### src/rtl/lane_mem_ctrl.sv
// lane_mem_ctrl: lane-enabled scratch memory with an enable-gated FSM and
// a valid/ready request port whose read responses hold under backpressure.
module lane_mem_ctrl #(
    parameter int DATA_W = 16,
    parameter int LANE_W = 4,
    parameter int DEPTH  = 16,
    parameter int ADDR_W = $clog2(DEPTH)
) (
    input  logic                       clk,
    input  logic                       rst_n,
    input  logic                       enable,
    input  logic                       req_valid,
    output logic                       req_ready,
    input  logic                       req_we,
    input  logic [ADDR_W-1:0]          req_addr,
    input  logic [DATA_W/LANE_W-1:0]   req_be,
    input  logic [DATA_W-1:0]          req_wdata,
    output logic                       rsp_valid,
    input  logic                       rsp_ready,
    output logic [DATA_W-1:0]          rsp_data,
    output logic [1:0]                 state_out,
    output logic [7:0]                 op_count
);
    localparam int NLANES = DATA_W / LANE_W;

    typedef enum logic [1:0] {IDLE = 2'b00, ACTIVE = 2'b01, DRAIN = 2'b10} state_t;

    state_t             state_q, state_d;
    logic               rsp_valid_q, rsp_valid_d;
    logic [DATA_W-1:0]  rsp_data_q, rsp_data_d;
    logic [7:0]         op_count_q, op_count_d;
    logic [DATA_W-1:0]  mem_q [DEPTH];
    logic               accept, wr_en, rd_en, rsp_free;

    assign rsp_free  = !rsp_valid_q || rsp_ready;
    assign req_ready = (state_q == ACTIVE) && rsp_free;
    assign accept    = req_valid && req_ready;
    assign wr_en     = accept && req_we;
    assign rd_en     = accept && !req_we;

    always_comb begin
        state_d     = state_q;
        rsp_valid_d = rd_en ? 1'b1 : (rsp_ready ? 1'b0 : rsp_valid_q);
        rsp_data_d  = rd_en ? mem_q[req_addr] : rsp_data_q;
        op_count_d  = op_count_q + 8'(accept);
        case (state_q)
            IDLE:    state_d = enable ? ACTIVE : IDLE;
            ACTIVE:  state_d = enable ? ACTIVE : (rsp_free ? IDLE : DRAIN);
            DRAIN:   state_d = rsp_ready ? IDLE : DRAIN;
            default: state_d = IDLE;
        endcase
    end

    always_ff @(posedge clk or negedge rst_n) begin
        if (!rst_n) begin
            state_q     <= IDLE;
            rsp_valid_q <= 1'b0;
            rsp_data_q  <= '0;
            op_count_q  <= '0;
        end else begin
            state_q     <= state_d;
            rsp_valid_q <= rsp_valid_d;
            rsp_data_q  <= rsp_data_d;
            op_count_q  <= op_count_d;
        end
    end

    // Storage is deliberately outside the reset domain so contents survive reset.
    always_ff @(posedge clk) begin
        if (wr_en) begin
            for (int j = 0; j < NLANES; j++) begin
                if (req_be[j]) mem_q[req_addr][j*LANE_W +: LANE_W] <= req_wdata[j*LANE_W +: LANE_W];
            end
        end
    end

    assign rsp_valid = rsp_valid_q;
    assign rsp_data  = rsp_data_q;
    assign state_out = state_q;
    assign op_count  = op_count_q;
endmodule

### config.mk
export PLATFORM = sky130hd
export DESIGN_NAME = lane_mem_ctrl
export DESIGN_NICKNAME = d
export VERILOG_FILES = /design/src/rtl/lane_mem_ctrl.sv
export SDC_FILE = /design/constraint.sdc
export NUM_CORES = 1
export LEC_CHECK = 0
export ABC_CLOCK_PERIOD_IN_PS = 1600
export BUFFER_PORTS_ARGS = -buffer_cell sky130_fd_sc_hd__buf_2
export CAP_MARGIN = 30
export CORE_ASPECT_RATIO = 1.5
export CORE_MARGIN = 2
export CORE_UTILIZATION = 35
export CTS_CLUSTER_SIZE = 20
export DETAILED_ROUTE_END_ITERATION = 7
export PLACE_DENSITY_LB_ADDON = 0.2
export SLEW_MARGIN = 20
export SYNTH_ARGS = -nofsm -noshare
export SYNTH_HDL_FRONTEND = slang
export SYNTH_SLANG_ARGS = --single-unit
export TNS_END_PERCENT = 30
### constraint.sdc
create_clock -name clk -period 1.6 [get_ports clk]
set_input_delay 0.08 -clock clk [delete_from_list [all_inputs] [get_ports clk]]
set_output_delay 0.08 -clock clk [all_outputs]
set_load 0.005 [all_outputs]
==> results by group, run 1 <==
Synth
  • Most common cell in the netlist: edfxtp_1
  • Post-synth top area cell: edfxtp_1
  • Yosys cell types: 31
  • Sequential fraction of the synthesis area: 74.4%
  • Avg Inst Size Synth: 20.1 um^2
  • Largest cells by area after synthesis: edfxtp_1 68%, mux4_1 10%, dfrtp_1 6.0%, mux4_2 4.0%, nor2_1 2.1%
  • Yosys reg bits: 283
  • Number of synthesized flops with an enable pin: 256
  • Post-synth top cells: 256 x edfxtp_1, 62 x nor2_1, 44 x mux4_1
  • Yosys Warn Count: 0
  • Syn Nets: 592
  • Top FF cell, synth: edfxtp_1
  • Share of the synthesized area in the top cell type: 68.4%
  • Async S/R FF share, synth: 9.54%
  • Post-synth design cell area: 11200 um^2
  • Cells after Synth: 560

Route
  • Met2 WL post-DR: 14200 um
  • First-pass iteration count of the detailed router: 4
  • Highest Signal Layer: met4
  • WL/cell: 22.1 um
  • DRT iter0 DRCs: 293
  • Routed vias/inst: 5.00
  • Total number of vias: 5768
  • Wire length on met3: 885 um
  • # DRC: 0
  • WL final: 25500 um
  • Post-route ant nets: 0
  • M1 WL: 9710 um

Die
  • Die width: 150 um
  • I/O pin cnt: 58
  • Die area: 33600 um^2
  • Die Y-Extent: 223 um
  • Core area: 31700 um^2
  • Starting Density: 35.4%
  • Row cnt: 80

Hold path
  • Worst Hold Class: input port to flip-flop

Global routing
  • Total Routing Usage GR: 15.3%
  • Total gr overflow: 0
  • Largest net degree at the start of global routing: 33
  • Vias in the first global route: 6226
  • First-pass GRT wire length: 37700 um
  • Initial antenna violation count: 1

STA
  • Final period utilization: 107%
  • Final-report hold violation count: 0
  • Final setup fails: 223
  • RSZ-0062 raised after global routing: true
  • Post-route clock skew: 0.0158 ns
  • Setup_tns: -12.57 ns
  • Slew Limit Headroom: 51.0%
  • Tmin final: 1.71 ns
  • Max-slew violations: 0
  • Final worst slack: -0.112 ns
  • Max Fclk: 584 MHz
  • Slew @ Worst Pin: 0.734 ns

Pwr
  • Flop pwr share: 52.3%
  • P_leak: 4.95 nW
  • Cell-internal power: 12.5 mW
  • Peak supply drop: 0.811 mV
  • PD cells: 1130 nW/um^2
  • Switching Fraction: 21.9%
  • Final Power: 16.0 mW
  • Combinational share of power: 7.2%
  • Net switching power: 3.50 mW
  • Clock power share: 40.4%

Worst setup path
  • Worst r2r src: state_out[1]
  • Setup crit start kind: flip-flop
  • Worst setup path start: state_out[1]
  • Critical-path cell list: nor2b_4 > and4_4 > nand2_2 > buf_12 > nor2_2 > buf_6
  • Critical path's largest stage delay: 0.42 ns
  • R2r setup slk: -0.11 ns
  • Worst setup path class: flip-flop to flip-flop
  • Max stage delay cell, worst path: dfrtp_1
  • R2R depth: 6
  • CP required: 1.86 ns
  • Crit Path Max Fanout: 16
  • Worst EP arrival: 1.97 ns
  • CP endpoint: mem_q[3][0]
  • Reg-to-Reg End: mem_q[3][0]
  • Worst Setup End Kind: flip-flop

Outcome
  • Failing checks: negative setup slack
  • Status: finished, violations left

Finish
  • Area of the multi-input gates: 3030 um^2
  • Fraction of layout cells with a size suffix above 1: 37.8%
  • Area added between synthesis and finish: 26.3%
  • Finished Layout Cells: 1153
  • Layout Nets: 755
  • Register Area: 8360 um^2
  • Final core occ: 44.7%
  • Diodes inserted: 0
  • # fillers: 2736

Place
  • Dpl cells: 1081
  • Pre-CTS setup slack: -0.205 ns
  • Routability Congestion: 0.811
  • IO buf count: 57
  • Final HPWL DP: 17900 um

Clock tree
  • CTS tree: done
  • CTS buffer count: 27
  • CTS Sinks: 283
  • Root Buffer: clkbuf_16
  • Buffers from clock root to sink, at most: 3
  • Reg clk slew, reported paths: 0.07 ns
  • H-tree levels: 1
  • Worst skew pair latency: 0.55 ns

Run
  • Max-cap violations: 0
==> cell families after synthesis <==
logic type / Yosys count / share of synthesized area, %
flip-flops: 283 / 74.4
AND/OR/NAND/NOR: 108 / 4.29
multiplexers: 80 / 15.7
AO/OA/AOI/OAI: 49 / 3.07
buffers and inverters: 32 / 1.78
XOR/XNOR: 6 / 0.468
adder cells (fa/ha/maj): 2 / 0.223
==> routing by layer <==
metal / vias to the layer above / global-route usage, %
met3: 44 / 1.88
li1: 2627 / -
met1: 2981 / 17.2
met4: 0 / 4.60
met2: 116 / 29.5
met5: - / 0
==> power by group through the flow <==
stage | registers [mW] | clock network, mW | logic [mW]
floorplan | 8.52 | 0 | 0.510
global placement | 8.51 | 0 | 1.08
detailed placement | 8.52 | 0 | 1.11
CTS | 8.37 | 6.60 | 1.18
global route | 8.38 | 6.86 | 1.27
finish | 8.37 | 6.46 | 1.16
==> sequential cells by signal (all words and copies together) (netlist names) <==
register and count:
rsp_valid 1, rsp_data 16, state_out 2, mem_q 256, op_count 8
==> layout make-up <==
class	instances	share of cell area, %
timing repair buffer	166	9.70
sequential	283	58.9
tap	410	3.61
clock buffer	31	5.01
multi-input combinational	245	21.4
clock inverter	18	1.39
==> placed cells by master (no fill, tap or decap), types with 18 or more instances in the layout <==
| master | count |
|---|---|
| buf_2 | 56 |
| buf_4 | 59 |
| buf_6 | 18 |
| clkbuf_16 | 28 |
| dfrtp_1 | 27 |
| dlygate4sd3_1 | 21 |
| edfxtp_1 | 256 |
| mux4_1 | 44 |
| mux4_2 | 20 |
| nor2_2 | 22 |
| nor2_4 | 32 |
==> worst min path at each step <==
| stage | startpoint | end | slack, ns | cells after the start |
|---|---|---|---|---|
| finish | req_we | rsp_valid | 0.03 | 4 |
| global placement | rst_n | rsp_data[1] | 0.18 | 1 |
| detailed placement | rst_n | rsp_data[1] | 0.19 | 1 |
| global route | req_we | rsp_valid | 0.04 | 4 |
| CTS | req_we | rsp_valid | 0.01 | 4 |
| floorplan | rst_n | op_count[0] | -0.22 | 0 |
==> worst max-delay path, delay by kind of cell, from the launching register on <==
kind,cells,cell delay (ns)
buffers and inverters,2,0.30
and+or+nand+nor,4,0.70
DFF,1,0.42
==> stage by stage <==
stage	hold WS, ns	cell area [um^2]
3_5_place_dp	0.192	12800
3_3_place_gp	0.179	12800
2_1_floorplan	-0.216	11400
5_1_grt	0.0406	14200
4_1_cts	0.0126	14100
6_report	0.0260	14200
==> repair_timing <==
| item | 4_1_cts | 5_1_grt |
|---|---|---|
| resized for setup | 49 | 24 |
| pin swaps | 5 | 22 |
| hold buffers | 21 | 0 |
| buffers inserted | 2 | 1 |
| gates cloned | 0 | 1 |
| endpoints found under the setup margin | 259 | 263 |
| hold endpoints to repair | 287 | 0 |
No activity file was read; power rests on OpenSTA's default activity.
==> run 2, diff against run 1 <==
- BUFFER_PORTS_ARGS: -buffer_cell sky130_fd_sc_hd__buf_2 -> -buffer_cell sky130_fd_sc_hd__buf_4
- GPL_ROUTABILITY_DRIVEN: not set -> 0
==> run 2 against run 1 <==
Compared with the run above:
- the run still ends with negative setup slack left
- via count rose by 0.64%
- global-route usage rose by 0.35 points
- sequential cell count did not move
- clock power rose by 5.7%
- clock skew rose by 0.00095 ns
- worst hold slack got worse by 0.0016 ns
- first-iteration DRC count rose by 10%
- critical path depth did not move
- non-clock buffer count rose by 2
- core utilization rose by 1.6 points
- register-to-register slack got worse by 0.02 ns
- clock-buffer cell count fell by 4
- largest cell class unchanged
- largest power group unchanged
- highest routed layer unchanged
==> results by group, run 2 (same netlist as run 1, synthesis figures left out) <==
Outcome
  • Status: finished, violations left
  • Failing checks: negative setup slack

Place
  • IO buf count: 57
  • Dpl cells: 1077
  • Final HPWL DP: 18200 um

Finish
  • Final core occ: 46.4%
  • Finished Layout Cells: 1155
  • Layout Nets: 757
  • Area added between synthesis and finish: 30.9%
  • Most frequent cells in the layout: 256 x edfxtp_1, 108 x buf_4, 54 x nor2_4
  • Most common cell after layout, fill and taps aside: edfxtp_1
  • Max FFs per register: 256
  • Top reg by flops: mem_q
  • Fraction of layout cells with a size suffix above 1: 40.3%
  • Diodes inserted: 0

Die
  • Starting Density: 35.4%
  • I/O pin cnt: 58
  • Die area: 33600 um^2
  • Row cnt: 80
  • Die width: 150 um
  • Core area: 31700 um^2
  • Die Y-Extent: 223 um

STA
  • RSZ-0062 raised after global routing: true
  • Slew Limit Headroom: 62.8%
  • Final period utilization: 108%
  • Max-slew violations: 0
  • Max Fclk: 577 MHz
  • Tmin final: 1.73 ns
  • Slew @ Worst Pin: 0.556 ns
  • Hold WS: 0.0244 ns
  • Final-report hold violation count: 0
  • Post-route clock skew: 0.0168 ns
  • Final worst slack: -0.132 ns
  • Final setup fails: 250

Route
  • WL final: 26100 um
  • WL/cell: 22.6 um
  • # DRC: 0
  • Routed vias/inst: 5.03
  • Total number of vias: 5805
  • Post-route ant nets: 0
  • DRT iter0 DRCs: 323
  • First-pass iteration count of the detailed router: 6

Global routing
  • First-pass GRT wire length: 38400 um
  • Vias in the first global route: 6442
  • Initial antenna violation count: 0
  • Largest net degree at the start of global routing: 34
  • Total Routing Usage GR: 15.6%
  • Total gr overflow: 0

Clock tree
  • CTS buffer count: 27
  • CTS tree: done
  • Buffers from clock root to sink, at most: 3
  • Worst skew pair latency: 0.54 ns
  • CTS Sinks: 283
  • H-tree levels: 1
  • Reg clk slew, reported paths: 0.07 ns
  • Root Buffer: clkbuf_16

Worst setup path
  • Worst Setup End Kind: flip-flop
  • Setup crit start kind: flip-flop
  • Crit Path Max Fanout: 8
  • Worst setup path class: flip-flop to flip-flop
  • CP required: 1.85 ns
  • Worst EP arrival: 1.98 ns
  • R2r setup slk: -0.13 ns

Pwr
  • PD cells: 1120 nW/um^2
  • Peak supply drop: 0.689 mV
  • P_leak: 5.10 nW

Run
  • Max-cap violations: 0

Hold path
  • Worst Hold Class: input port to async pin
-- run 2: cell types whose count changed in the layout (fill, tap and decap cells not counted), moves of 7 or more --
| cell | previous run | this run |
|---|---|---|
| a211oi_1 | 16 | 9 |
| buf_4 | 59 | 108 |
| buf_6 | 18 | 25 |
| a211oi_2 | 0 | 7 |
| nor2_2 | 22 | 6 |
| nor2_4 | 32 | 54 |
| buf_2 | 56 | 0 |
-- run 2: worst paths after layout --
path                                  to  cells after the start          from
setup / recovery           mem_q[12][10]                      6  state_out[1]
hold / removal               rsp_data[2]                      2         rst_n
setup reg to reg           mem_q[12][10]                      6  state_out[1]
hold reg to reg              op_count[7]                      1   op_count[7]
max in group asynchronous   rsp_data[15]                      2         rst_n
min in group clk               rsp_valid                      4        req_we
-- run 2: critical path: stages (launching register included) --
cell and delay (ns):
dfrtp_1 0.41, nor2b_4 0.15, and4_4 0.34, nand2_4 0.10
buf_12 0.17, nor3_4 0.13, buf_6 0.14
-- run 2: report_power, final --
part / internal (mW) / switching (mW) / total (mW)
Sequential: 8.23 / 0.164 / 8.40
Combinational: 0.689 / 0.640 / 1.33
Clock: 4.09 / 2.73 / 6.83
Total: 13.0 / 3.54 / 16.6
-- run 2: timing repair --
action / 4_1_cts / 5_1_grt
pin swaps: 5 / 49
gates cloned: 0 / 4
setup endpoints to repair: 258 / 269
resized for setup: 38 / 86
endpoints found under the hold margin: 287 / 0
buffers inserted: 4 / 1
hold buffers: 20 / 0
-- run 2: metal layers --
layer	vias up	part of all wire, %	track usage, %
met3	38	2.9	1.92
met5	-	0	0
met2	121	57	30.2
met1	3012	37	17.4
met4	0	2.6	5.17
li1	2634	-	-
-- run 2: layout make-up --
| cell class | instances | area, um^2 |
|---|---|---|
| Clock buffer | 27 | 676 |
| Clock inverter | 22 | 293 |
| Fill cell | 2662 | 17000 |
| Multi-Input combinational cell | 245 | 3250 |
| Sequential cell | 283 | 8360 |
| Tap cell | 410 | 513 |
| Timing Repair Buffer | 168 | 1610 |
-- run 2: stage by stage --
stage	power (mW)	instance area (um^2)	worst slack (ns)	setup TNS (ns)
2_1_floorplan	9.03	11400	-0.0909	-11.94
3_3_place_gp	9.70	12900	-0.131	-19.83
3_5_place_dp	9.74	12900	-0.186	-31.65
4_1_cts	16.6	14200	-0.0892	-8.80
5_1_grt	17.1	14700	-0.185	-32.12
6_report	16.6	14700	-0.132	-16.14
==> run 3, diff against run 2 <==
- ABC_CLOCK_PERIOD_IN_PS: 1600 -> 1700
- clock period: 1.6 -> 1.7 ns (I/O delays scaled with it)
==> run 3 against run 2 <==
Compared with the run above:
- the flow still finishes with violations (negative setup slack)
- core utilization shrank 1.8 points
- design area shrank 3.9%
- power shrank 9.4%
- final cell count shrank 1.0%
- global-route usage shrank 0.43 points
- maximum frequency grew 0.64%
- routed wire length shrank 3.9%
- clock-buffer cell count grew 11
- sequential cell count is the same
- register-to-register slack gained 0.11 ns
- critical path depth grew 1
- non-clock buffer count shrank 11
- critical path type unchanged
==> results by group, run 3 (same netlist as run 1, synthesis figures left out) <==
STA
  • Max Fclk: 581 MHz
  • Setup_tns: -0.259 ns
  • Tmin final: 1.72 ns
  • Final-report hold violation count: 0
  • Final setup fails: 27
  • Hold WS: 0.0328 ns
  • Slew Limit Headroom: 62.4%
  • Post-route clock skew: 0.0146 ns
  • Max-slew violations: 0
  • RSZ-0062 raised after global routing: true
  • Slew @ Worst Pin: 0.563 ns
  • Final worst slack: -0.0214 ns
  • Final period utilization: 101%

Route
  • # DRC: 0
  • Highest Signal Layer: met4
  • M1 WL: 9290 um
  • DRT iter0 DRCs: 432
  • WL final: 25100 um
  • Total number of vias: 5754
  • Post-route ant nets: 0
  • Met2 WL post-DR: 14200 um
  • WL/cell: 22.0 um
  • First-pass iteration count of the detailed router: 4
  • Routed vias/inst: 5.03
  • Wire length on met3: 1080 um

Pwr
  • Flop pwr share: 52.7%
  • P_leak: 4.91 nW
  • PD cells: 1060 nW/um^2
  • Switching Fraction: 21.4%
  • Net switching power: 3.20 mW
  • Peak supply drop: 0.594 mV
  • Cell-internal power: 11.8 mW
  • Combinational share of power: 7.9%
  • Clock power share: 39.4%

Die
  • Starting Density: 35.4%
  • Die width: 150 um
  • Core area: 31700 um^2
  • Die area: 33600 um^2
  • Row cnt: 80
  • Die Y-Extent: 223 um
  • I/O pin cnt: 58

Worst setup path
  • Worst r2r src: state_out[1]
  • Worst setup path class: flip-flop to flip-flop
  • Crit Path Max Fanout: 8
  • R2r setup slk: -0.02 ns
  • Reg-to-Reg End: mem_q[0][9]
  • Worst EP arrival: 1.97 ns
  • CP required: 1.95 ns
  • R2R depth: 7
  • Setup crit start kind: flip-flop
  • Worst Setup End Kind: flip-flop
  • Worst setup path start: state_out[1]

Clock tree
  • Root Buffer: clkbuf_16
  • CTS tree: done
  • CTS buffer count: 26
  • H-tree levels: 1
  • Reg clk slew, reported paths: 0.06 ns
  • Buffers from clock root to sink, at most: 3
  • Worst skew pair latency: 0.54 ns
  • CTS Sinks: 283

Global routing
  • Total gr overflow: 0
  • Largest net degree at the start of global routing: 29
  • Initial antenna violation count: 0
  • Total Routing Usage GR: 15.2%
  • First-pass GRT wire length: 37500 um
  • Vias in the first global route: 6102

Finish
  • # fillers: 2697
  • Area added between synthesis and finish: 25.8%
  • Layout Nets: 745
  • Fraction of layout cells with a size suffix above 1: 34.9%
  • Top reg by flops: mem_q
  • Max FFs per register: 256
  • Area of the multi-input gates: 2990 um^2
  • Diodes inserted: 0
  • Register Area: 8360 um^2
  • Most common cell after layout, fill and taps aside: edfxtp_1
  • Most frequent cells in the layout: 256 x edfxtp_1, 119 x buf_4, 44 x mux4_1

Outcome
  • Failing checks: negative setup slack
  • Status: finished, violations left

Place
  • IO buf count: 57
  • Final HPWL DP: 17800 um

Run
  • Max-cap violations: 0

Hold path
  • Worst Hold Class: input port to async pin
## run 3: cell types whose count changed in the layout (fill, tap and decap cells not counted), sizes merged
cell         change
bufinv           -4
dlygate4sd3      +1
clkinv           -9
clkbuf           +8
buf              -9
clkinvlp         +1
## run 3: how the worst max path moves through the flow
stage                    endpoint  slack, ns  cells after the start
floorplan           mem_q[12][12]      -0.04                      4
global placement     mem_q[15][3]      -0.09                      7
detailed placement   mem_q[15][1]      -0.13                      7
CTS                  mem_q[6][10]      -0.01                      6
global route          mem_q[1][7]       -0.1                      7
finish                mem_q[0][9]      -0.02                      7
## run 3: through the flow
step | area [um^2] | setup slack (ns) | util, % | cells | total power [mW]
finish | 14100 | -0.0214 | 44.5 | 1143 | 15.0
global route | 14100 | -0.0971 | 44.5 | 1143 | 15.5
CTS | 14000 | -0.0123 | 44.0 | 1141 | 15.2
detailed placement | 12800 | -0.131 | 40.2 | 1071 | 9.15
global placement | 12800 | -0.0948 | 40.2 | 1071 | 9.12
floorplan | 11300 | -0.0382 | - | 560 | 8.49
## run 3: area by class of cell
class	count	area share [%]
sequential	283	59.2
multi-input combinational	245	21.2
timing repair buffer	157	9.82
clock buffer	38	5.36
tap	410	3.63
clock inverter	10	0.850
## run 3: per-layer routing
layer / vias to the layer above / global-route usage [%]
met5: - / 0
met4: 0 / 4.23
met3: 34 / 2.04
met2: 137 / 29.1
met1: 2968 / 17.4
li1: 2615 / -
## run 3: worst max-delay path, cell delays in order, from the launching register on
cell and delay (ns):
dfrtp_1 0.41, nor2b_4 0.14, and4_4 0.23, buf_6 0.12, nand2_2 0.09, clkbuf_16 0.20
nor2_1 0.11, buf_4 0.15
## run 3: power groups by stage
stage | sequential (mW) | clock [mW] | combinational [mW]
floorplan | 8.02 | 0 | 0.473
global placement | 8.03 | 0 | 1.09
detailed placement | 8.03 | 0 | 1.11
CTS | 7.90 | 6.07 | 1.18
global route | 7.92 | 6.33 | 1.29
finish | 7.91 | 5.91 | 1.18
## run 3: repair_timing
item | 4_1_cts | 5_1_grt
setup buffers | 1 | 1
endpoints found under the setup margin | 205 | 220
pin swaps | 2 | 9
hold endpoints to repair | 287 | 0
gates cloned | 0 | 1
hold buffers | 21 | 0
resized for setup | 25 | 28
